--- config.mk ---
export PLATFORM = sky130hd
export DESIGN_NAME = axi_wr_arbiter
export DESIGN_NICKNAME = d
export VERILOG_FILES = /design/src/rtl/axi_wr_arbiter.sv
export SDC_FILE = /design/constraint.sdc
export NUM_CORES = 1
export LEC_CHECK = 0
export BUFFER_PORTS_ARGS = -buffer_cell sky130_fd_sc_hd__clkbuf_2
export CAP_MARGIN = 20
export CORE_UTILIZATION = 52
export DETAILED_ROUTE_END_ITERATION = 8
export GPL_TIMING_DRIVEN = 1
export PLACE_DENSITY = 0.74
export SETUP_SLACK_MARGIN = 0.3
export SYNTH_ARGS = -nofsm -noshare
export SYNTH_HDL_FRONTEND = slang
export SYNTH_SLANG_ARGS = --single-unit
--- constraint.sdc ---
create_clock -name clk_i -period 3.2 [get_ports clk_i]
set_clock_uncertainty 0.05 [all_clocks]
set_input_delay 0.16 -clock clk_i [delete_from_list [all_inputs] [get_ports clk_i]]
set_output_delay 0.16 -clock clk_i [all_outputs]
set_load 0.005 [all_outputs]
--- src/rtl/axi_wr_arbiter.sv ---
// axi_wr_arbiter: merges two AXI write requesters onto one master port, with AW starvation guard and in-order W routing.
module axi_wr_arbiter #(
   parameter int unsigned MaxWTxns    = 4,
   parameter int unsigned StarveLimit = 8,
   parameter type         aw_chan_t   = logic,
   parameter type         w_chan_t    = logic,
   parameter int unsigned WLastBit    = 0
) (
   input  logic           clk_i,
   input  logic           rst_i,
   input  logic [1:0]     slv_aw_valid_i,
   input  aw_chan_t [1:0] slv_aw_i,
   output logic [1:0]     slv_aw_ready_o,
   input  logic [1:0]     slv_w_valid_i,
   input  w_chan_t [1:0]  slv_w_i,
   output logic [1:0]     slv_w_ready_o,
   output logic           mst_aw_valid_o,
   output aw_chan_t       mst_aw_o,
   input  logic           mst_aw_ready_i,
   output logic           mst_aw_sel_o,
   output logic           mst_w_valid_o,
   output w_chan_t        mst_w_o,
   input  logic           mst_w_ready_i,
   output logic           busy_o
);
   localparam int unsigned PtrW = MaxWTxns > 1 ? $clog2(MaxWTxns) : 1;
   localparam int unsigned CntW = $clog2(MaxWTxns + 1);
   localparam int unsigned WW   = $bits(w_chan_t);
   localparam logic [CntW-1:0] Full    = CntW'(MaxWTxns);
   localparam logic [PtrW-1:0] PtrLast = PtrW'(MaxWTxns - 1);
   localparam logic [7:0]      Limit   = 8'(StarveLimit);

   typedef enum logic {IDLE, HOLD} state_e;

   state_e                r_state, w_state_nxt;
   aw_chan_t              r_aw;
   logic                  r_sel;
   logic [MaxWTxns-1:0]   r_fifo;
   logic [PtrW-1:0]       r_wr, r_rd;
   logic [CntW-1:0]       r_cnt;
   logic [7:0]            r_starve;
   logic                  w_grant, w_sel, w_pop, w_head, w_has_w, w_last;
   logic [WW-1:0]         w_w_bits;

   always_ff @(posedge clk_i) begin
      if (rst_i) r_state <= IDLE;
      else       r_state <= w_state_nxt;
   end

   always_comb begin
      w_state_nxt    = r_state;
      mst_aw_valid_o = 1'b0;
      w_grant        = 1'b0;
      case (r_state)
         IDLE: begin
            w_grant     = |slv_aw_valid_i && r_cnt != Full && !rst_i;
            w_state_nxt = w_grant ? HOLD : IDLE;
         end
         HOLD: begin
            mst_aw_valid_o = !rst_i;
            w_state_nxt    = mst_aw_ready_i ? IDLE : HOLD;
         end
         default: w_state_nxt = IDLE;
      endcase
   end

   // Port 1 wins unless port 0 has waited through StarveLimit port-1 grants.
   assign w_sel          = slv_aw_valid_i[1] && !(r_starve == Limit && slv_aw_valid_i[0]);
   assign slv_aw_ready_o = {w_grant & w_sel, w_grant & !w_sel};
   assign mst_aw_o       = r_aw;
   assign mst_aw_sel_o   = r_sel;

   assign w_head        = r_fifo[r_rd];
   assign w_has_w       = r_cnt != '0 && !rst_i;
   assign mst_w_o       = slv_w_i[w_head];
   assign mst_w_valid_o = w_has_w & slv_w_valid_i[w_head];
   assign slv_w_ready_o = w_has_w ? {w_head & mst_w_ready_i, !w_head & mst_w_ready_i} : 2'b00;
   assign w_w_bits      = mst_w_o;
   assign w_last        = |(w_w_bits & (WW'(1) << WLastBit));
   assign w_pop         = mst_w_valid_o & mst_w_ready_i & w_last;
   assign busy_o        = !rst_i && (r_cnt != '0 || r_state == HOLD);

   always_ff @(posedge clk_i) begin
      if (rst_i) begin
         r_aw     <= '0;
         r_sel    <= 1'b0;
         r_fifo   <= '0;
         r_wr     <= '0;
         r_rd     <= '0;
         r_cnt    <= '0;
         r_starve <= '0;
      end else begin
         if (w_grant) begin
            r_aw         <= slv_aw_i[w_sel];
            r_sel        <= w_sel;
            r_fifo[r_wr] <= w_sel;
            r_wr         <= r_wr == PtrLast ? '0 : r_wr + 1'b1;
            r_starve     <= (!slv_aw_valid_i[0] || !w_sel) ? '0 :
                            r_starve == Limit ? r_starve : r_starve + 1'b1;
         end
         if (w_pop) r_rd <= r_rd == PtrLast ? '0 : r_rd + 1'b1;
         r_cnt <= r_cnt + CntW'(w_grant) - CntW'(w_pop);
      end
   end
endmodule

==> results of run 1 <==
-- Yosys cell counts (all sizes together), types with 2 or more instances --
master  number  area share (%)
nor3         2            0.80
or3          5             2.5
or2          3             1.5
nor2         6             1.8
a21oi       15             6.0
and2         2             1.1
o21ai        7             2.8
nand2       13             3.9
nor4b        2             1.9
ha           9             9.0
buf          2             1.0
o32ai        6             4.2
nand3        9             3.6
mux2i        3             2.7
nand2b       7             3.5
inv         16             4.8
dfxtp       22              35
clkbuf       3            0.90
-- routing by layer --
metal | part of all wire (%) | vias up | routed length (um) | global-route usage (%)
li1 | - | 558 | - | -
met1 | 45 | 536 | 1180 | 26.7
met2 | 50 | 21 | 1310 | 43.6
met3 | 3.4 | 4 | 90 | 3.57
met4 | 1.7 | 0 | 44 | 9.72
met5 | 0 | - | 0 | 0
-- stage by stage --
stage                     hold WS, ps  utilization, %  cells  power, uW
after floorplan                   222               -    147        477
after global placement            306            62.1    193        532
after detailed placement          329            62.1    193        544
after CTS                         112            63.5    197        669
after global routing              154            63.5    197        711
final                             114            63.5    197        668
-- worst min path at each step --
stage                               from               endpoint  cells past startpoint
after floorplan           mst_aw_ready_i     r_state$_SDFF_PP0_                      1
after global placement    mst_aw_ready_i     r_state$_SDFF_PP0_                      2
after detailed placement  mst_aw_ready_i     r_state$_SDFF_PP0_                      2
after CTS                    slv_aw_i[0]  mst_aw_o$_SDFFE_PP0P_                      3
after global routing         slv_aw_i[0]  mst_aw_o$_SDFFE_PP0P_                      3
final                        slv_aw_i[0]  mst_aw_o$_SDFFE_PP0P_                      3
-- worst max-delay path, stage by stage, from the launching register on --
cell     delay (ps)
dfxtp_1         420
mux4_2          620
mux2i_2         200
and2_2          220
ha_1            260
inv_1            60
ha_1            130
inv_1            50
fa_1            370
xnor2_1         160
nor2_1           50
-- layout make-up --
cell class	instances	area (um^2)
Fill cell	212	815
Multi-Input combinational cell	103	726
Sequential cell	22	440
Timing Repair Buffer	24	130
Inverter	17	65.1
Tap cell	28	35.0
Clock buffer	3	22.5
-- sequential cells by signal, summed over array words and instances (netlist names) --
name / cells
mst_aw_sel_o: 1
r_wr: 2
r_state: 1
r_cnt: 3
r_fifo: 4
mst_aw_o: 1
r_rd: 2
r_starve: 8
-- power by group through the flow --
stage               sequential (uW)  clock (uW)  combinational [uW]
finish                          326         129                 213
global placement                330           0                 202
floorplan                       328           0                 149
global route                    329         140                 242
detailed placement              332           0                 212
CTS                             326         129                 214
-- cells by family (layout without fill, tap and decap cells) --
logic type	count (synthesis)	in the layout	share of synthesized area, %
buf+inv	22	44	7.08
fa+ha+maj	10	10	10.6
xor+xnor	2	2	1.40
compound gates	32	32	17.0
simple gates	54	54	23.4
flops	22	22	35.1
mux	5	5	5.38
==> flow_metrics.tcl, run 1 <==
set metrics [dict create \
    portBuffers 21 \
    worstReg2RegEnd "r_cnt[2]$_SDFF_PP0_" \
    finalMaxSlewViolations 0 \
    synth_seq_cells 22 \
    grt_pass1_vias 1096 \
    yosysSeqAreaShare_pct 35.1 \
    layout-area-overhead-vs-synth_pct 13.1 \
    fin_area_um2 1420 \
    cts-buffers-inserted 3 \
    routed_wl_um 2630 \
    reg2reg_depth 10 \
    switchingPower_uw 226 \
    rsz0062_at_grt "no" \
    setup_slack_ps 494 \
    pwr-share-comb_pct 31.8 \
    syn_nets 169 \
    grt_overflow 0 \
    clockBufferDepth 2 \
    synth_flop_cell "dfxtp_1" \
    core_um2 2230 \
    syn_area_per_cell_um2 8.54 \
    wl_per_cell_um 13.4 \
    dieArea_um2 2610 \
    nets 193 \
    cp.required_ps 3340 \
    cts_hold_buffers 1 \
    antenna_left 0 \
    r2r-start "r_rd[0]$_SDFFE_PP0P_" \
    viasPerCell 5.68 \
    path_max_fanout 5 \
    cts.sinks 22 \
    num_rows 17 \
    maxCapViolCount 0 \
    dpl-instance-area_um2 1390 \
    fmax_ghz 0.370 \
    drive_gt1_share_pct 21.3 \
    gp_congestion 0.770 \
    chipWidth_um 51.1 \
    insertion_delay_ps 310 \
    ys_warn_count 0 \
    arrival_ps 2850 \
    critPathLaunch "r_rd[0]$_SDFFE_PP0P_" \
    synth-edff-count 0 \
    cts_max_level 1 \
    crit_path_start_kind "flip-flop" \
    power_density_nw_per_um2 471 \
    endpoint_kind "flip-flop" \
    root_buffer "clkbuf_4" \
    slew_headroom_pct 64.8 \
    tightest_slew_ps 527 \
    final_cell_mix "dfxtp_1 (22), clkbuf_2 (21), inv_1 (16), a21oi_1 (15), nand2_1 (13)" \
    period_needed_ps 2710 \
    first_pass_iters 4 \
    drt_iter0_drc 26 \
    cts_setup_buffers 0 \
    outcome "completed" \
    path_class "reg2reg" \
    grt_pass1_wl_um 4620 \
    finalSetupViolations 0 \
    seqPwrFrac_pct 48.9 \
    clockPowerShare_pct 19.3 \
    finalSetupTns_ps 0 \
    yosysUniqueCellTypes 39 \
    hold_class "in2reg" \
    crit_end "r_cnt[2]$_SDFF_PP0_" \
    antenna_found_initial 0 \
    period_share_pct 84.6 \
    initial_core_util_pct 56.2 \
    switching_share_pct 33.9 \
    final_common_cell "dfxtp_1" \
    syn_area_um2 1250 \
    die_h_um 51.1 \
    post-place-ws_ps 500 \
    ir_drop_uv 346 \
    drc 0 \
    postCtsResizedCells 0 \
    p_int_uw 442 \
    io-pin-count 22 \
    syn_inst 147 \
    p_leak_uw 0.000575 \
    rrSetupSlack_ps 490 \
    n_antenna_cell 0 \
    ys_async_sr_fraction_pct 0 \
    grt_usage_pct 23.7 \
    finalHoldViolations 0 \
    num_vias 1119 \
    dp_hpwl_um 1880 \
    clk_pin_slew_ps 120 \
    cts_tree "built" \
    grt_max_degree 31 \
]
No activity file was read; power rests on OpenSTA's default activity.
==> run 2: changes to the inputs <==
--- a/config.mk
+++ b/config.mk
@@ -7,10 +7,10 @@
 export LEC_CHECK = 0
 export BUFFER_PORTS_ARGS = -buffer_cell sky130_fd_sc_hd__clkbuf_2
 export CAP_MARGIN = 20
-export CORE_UTILIZATION = 52
+export CORE_UTILIZATION = 49
 export DETAILED_ROUTE_END_ITERATION = 8
 export GPL_TIMING_DRIVEN = 1
-export PLACE_DENSITY = 0.74
+export PLACE_DENSITY = 0.73
 export SETUP_SLACK_MARGIN = 0.3
 export SYNTH_ARGS = -nofsm -noshare
 export SYNTH_HDL_FRONTEND = slang
==> constraint.sdc (replaced) <==
create_clock -name clk_i -period 2.32 [get_ports clk_i]
set_clock_uncertainty 0.05 [all_clocks]
set_input_delay 0.116 -clock clk_i [delete_from_list [all_inputs] [get_ports clk_i]]
set_output_delay 0.116 -clock clk_i [all_outputs]
set_load 0.005 [all_outputs]
==> flow_metrics.tcl, run 2 (synthesis results as in run 1) <==
set metrics [dict create \
    outcome "finished, violations left" \
    violations "setup timing" \
    fin_hold_ws_ps 79.0 \
    drc 0 \
    clockBufferDepth 2 \
    dieArea_um2 2770 \
    cts-buffers-inserted 3 \
    period_needed_ps 2360 \
    root_buffer "clkbuf_4" \
    worst_hold_startpoint "slv_aw_i[0]" \
    final_cell_mix "clkbuf_2 (21), dfxtp_1 (21), a21oi_1 (15), inv_1 (14), nand2_1 (13)" \
    layout-area-overhead-vs-synth_pct 25.7 \
    antenna_left 0 \
    reg2reg_depth 9 \
    routed_wl_um 2550 \
    largest_register "r_starve" \
    fmax_ghz 0.423 \
    cp.required_ps 2480 \
    cts_tree "built" \
    grt_pass1_vias 952 \
    portBuffers 21 \
    path_max_fanout 2 \
    path_class "reg2reg" \
    insertion_delay_ps 310 \
    clk_pin_slew_ps 130 \
    rrSetupSlack_ps -40 \
    finalMaxSlewViolations 0 \
    antenna_found_initial 0 \
    finalHoldViolations 0 \
    instances_no_fill 208 \
    io-pin-count 22 \
    total_power_uw 1100 \
    p_leak_uw 0.000652 \
    nets 203 \
    hold_depth 3 \
    maxCapViolCount 0 \
    min_to "mst_aw_o$_SDFFE_PP0P_" \
    arrival_ps 2530 \
    drt_iter0_drc 22 \
    r2r-start "r_rd[0]$_SDFFE_PP0P_" \
    wl_per_cell_um 12.2 \
    dp_cells 200 \
    finalSetupViolations 2 \
    cts_max_level 1 \
    power_density_nw_per_um2 696 \
    grt_pass1_wl_um 3910 \
    chipWidth_um 52.6 \
    first_pass_iters 4 \
    grt_max_degree 26 \
    rsz0062_at_grt "yes" \
    hold_class "in2reg" \
    core_um2 2320 \
    worstReg2RegEnd "r_cnt[1]$_SDFF_PP0_" \
    grt_overflow 0 \
    initial_core_util_pct 54.1 \
    die_h_um 52.6 \
    slew_headroom_pct 74.2 \
    tightest_slew_ps 386 \
    cts.sinks 22 \
    grt_usage_pct 19.6 \
    finalSetupTns_ps -66.6 \
    dp_hpwl_um 1800 \
    num_vias 1124 \
    period_share_pct 102 \
    setup_slack_ps -43.8 \
    n_antenna_cell 0 \
    num_rows 17 \
    gp_congestion 0.782 \
    largest_registers "r_starve x8, r_fifo x4, r_cnt x3" \
    largest_register_ffs 8 \
    endpoint_kind "flip-flop" \
    viasPerCell 5.40 \
    drive_gt1_share_pct 29.4 \
    ir_drop_uv 549 \
    crit_path_start_kind "flip-flop" \
    utilization_pct 68.1 \
]
[run 2: changes by cell type in the layout (fill, tap and decap cells not counted), sizes merged]
cell    before  now
bufinv       0    1
buf          2   12
[run 2: final cells by class]
class	instances	area, um^2
sequential	22	442
clock inverter	1	30.0
inverter	17	65.1
multi-input combinational	103	774
clock buffer	3	22.5
timing repair buffer	34	209
tap	28	35.0
fill	203	741
[run 2: critical path, cell delays in order (launching register included)]
cell,delay (ps)
dfxtp_2,360
mux4_2,530
mux2i_2,210
and2_4,190
ha_4,190
inv_2,60
ha_4,110
inv_2,30
fa_2,500
nor2_1,40
[run 2: report_power, final]
group          internal, uW  total [uW]  leakage, uW  switching, uW
sequential              418         451     0.000179           33.3
combinational           176         352     0.000445            176
clock                   175         296    0.0000279            121
total                   768        1100     0.000652            330
[run 2: layer usage]
layer,vias to the layer above,GRT usage [%],part of all wire (%)
met5,-,0,0
met4,0,5.26,1.1
met3,4,6.09,4.6
met2,23,34.2,49
met1,518,22.8,45
li1,579,-,-
[run 2: worst max path at each step]
stage / start / to / slack [ps] / cells after the start
floorplan: r_rd[0]$_SDFFE_PP0P_ / r_cnt[1]$_SDFF_PP0_ / -90 / 9
global placement: r_rd[0]$_SDFFE_PP0P_ / r_cnt[1]$_SDFF_PP0_ / 8 / 9
detailed placement: r_rd[0]$_SDFFE_PP0P_ / r_cnt[1]$_SDFF_PP0_ / -30 / 9
CTS: r_rd[0]$_SDFFE_PP0P_ / r_cnt[1]$_SDFF_PP0_ / -40 / 9
global route: r_rd[0]$_SDFFE_PP0P_ / r_cnt[1]$_SDFF_PP0_ / -100 / 9
finish: r_rd[0]$_SDFFE_PP0P_ / r_cnt[1]$_SDFF_PP0_ / -40 / 9
[run 2: repair_timing]
item	4_1_cts	5_1_grt
setup endpoints to repair	4	5
pin swaps	0	1
gates resized for setup	1	2
buffers inserted	2	1
hold endpoints to repair	1	0
hold buffers	1	0
[run 2: metrics by stage]
stage,setup slack [ps],instance area [um^2]
2_1_floorplan,-89.2,1280
3_3_place_gp,8.32,1470
3_5_place_dp,-28.9,1470
4_1_cts,-36.6,1560
5_1_grt,-105,1580
6_report,-43.8,1580
==> run 3: changes to the inputs <==
==> constraint.sdc (replaced) <==
create_clock -name clk_i -period 2 [get_ports clk_i]
set_clock_uncertainty 0.05 [all_clocks]
set_input_delay 0.1 -clock clk_i [delete_from_list [all_inputs] [get_ports clk_i]]
set_output_delay 0.1 -clock clk_i [all_outputs]
set_load 0.005 [all_outputs]
==> flow_metrics.tcl, run 3 (synthesis results as in run 1) <==
set metrics [dict create \
    drive_gt1_share_pct 44.8 \
    cp.required_ps 2180 \
    period_share_pct 119 \
    instances_no_fill 222 \
    endpoint_kind "flip-flop" \
    grt_pass1_wl_um 4780 \
    rsz0062_at_grt "yes" \
    crit_path_start_kind "flip-flop" \
    reg2reg_depth 9 \
    root_buffer "clkbuf_4" \
    io-pin-count 22 \
    insertion_delay_ps 330 \
    crit_chain "mux4_2 > mux2i_2 > and2_4 > ha_4 > inv_4 > ha_4 > inv_2 > fa_2 > nor2_1" \
    routed_wl_um 3160 \
    clockBufferDepth 2 \
    period_needed_ps 2380 \
    first_pass_iters 4 \
    tightest_slew_ps 475 \
    p_int_uw 972 \
    largest_registers "r_starve x8, r_fifo x4, r_cnt x3" \
    drt_iter0_drc 22 \
    seqPwrFrac_pct 37.0 \
    critPathSlowestCell "mux4_2" \
    cts.sinks 22 \
    total_power_uw 1420 \
    grt_max_degree 26 \
    grt_overflow 0 \
    dp_hpwl_um 1920 \
    largest_register_ffs 8 \
    n_antenna_cell 0 \
    viasPerCell 5.47 \
    outcome "finished, violations left" \
    wl_per_cell_um 14.2 \
    finalSetupViolations 4 \
    hold_depth 3 \
    arrival_ps 2560 \
    num_rows 17 \
    core_um2 2320 \
    fin_hold_ws_ps 41.8 \
    power_density_nw_per_um2 789 \
    maxCapViolCount 0 \
    cts_max_level 1 \
    final_common_cell "buf_4" \
    finalMaxSlewViolations 0 \
    largest_register "r_starve" \
    antenna_left 0 \
    clk_pin_slew_ps 140 \
    pwr-share-comb_pct 38.1 \
    critPathMaxStageDelay_ps 530 \
    grt_pass1_vias 1167 \
    path_max_fanout 2 \
    path_common_cell "ha_4" \
    switchingPower_uw 444 \
    cts-buffers-inserted 3 \
    final_cell_mix "buf_4 (21), clkbuf_2 (18), dfxtp_1 (17), inv_1 (12), a21oi_1 (12)" \
    post-place-ws_ps -364 \
    finalHoldViolations 0 \
    drc 0 \
    setup_slack_ps -379 \
    violations "setup timing" \
    p_leak_uw 0.000754 \
    fmax_ghz 0.420 \
    nFillCells 149 \
    gp_congestion 0.749 \
    path_class "reg2reg" \
    fin_area_um2 1800 \
    slew_headroom_pct 68.2 \
    die_h_um 52.6 \
    cts_tree "built" \
    hold_class "in2reg" \
    num_vias 1215 \
    grt_usage_pct 23.6 \
    antenna_found_initial 0 \
    chipWidth_um 52.6 \
    dp_cells 204 \
    layout-area-overhead-vs-synth_pct 43.1 \
    portBuffers 21 \
    clockPowerShare_pct 24.9 \
    ir_drop_uv 725 \
    nets 217 \
    dieArea_um2 2770 \
    initial_core_util_pct 54.1 \
    dpl-instance-area_um2 1500 \
    switching_share_pct 31.3 \
]
run 3: critical path: cells and delay by family (launching register included):
family                     cells  cell delay, ps
adders and majority gates      3             830
and+or+nand+nor                2             230
DFF                            1             360
buffers and inverters          2              80
muxes                          2             740
run 3: path summary, 6_finish.rpt:
check	start	slack, ps	to
max	r_rd[0]$_SDFFE_PP0P_	-380	r_cnt[1]$_SDFF_PP0_
min	slv_aw_i[0]	40	mst_aw_o$_SDFFE_PP0P_
max reg2reg	r_rd[0]$_SDFFE_PP0P_	-380	r_cnt[1]$_SDFF_PP0_
min reg2reg	mst_aw_sel_o$_SDFFE_PP0P_	430	mst_aw_sel_o$_SDFFE_PP0P_
run 3: power by group through the flow:
stage	registers [uW]	logic, uW	clock network (uW)
after detailed placement	526	431	0
after global placement	523	418	0
after global routing	528	602	372
after CTS	518	499	353
final	525	539	352
after floorplan	528	255	0
run 3: layout make-up:
type                       instances  area [um^2]  area share (%)
tap                               28         35.0            1.95
inverter                          17         67.6            3.76
multi-input combinational        104          872            48.6
sequential                        22          447            24.9
clock buffer                       3         22.5            1.25
clock inverter                     1         30.0            1.67
timing repair buffer              47          322            17.9
run 3: what timing repair did:
item                                    in CTS  in global routing
gates resized for setup                     16                 17
gates cloned                                 0                  1
setup buffers                               10                  2
endpoints found under the setup margin      21                 18
hold buffers                                 1                  0
pin swaps                                    4                  7
hold endpoints to repair                     1                  0
run 3: per-stage QoR:
step / utilization, % / TNS (ps)
final: 77.4 / -748
after global routing: 77.4 / -1250
after CTS: 73.5 / -825
after detailed placement: 64.7 / -699
after global placement: 64.7 / -586
after floorplan: - / -800
run 3: per-layer routing:
metal / global-route usage, % / vias to the layer above / routed length (um)
met1: 25.2 / 578 / 1360
met3: 5.22 / 9 / 118
li1: - / 604 / -
met2: 45.4 / 24 / 1610
met5: 0 / - / 0
met4: 6.14 / 0 / 72
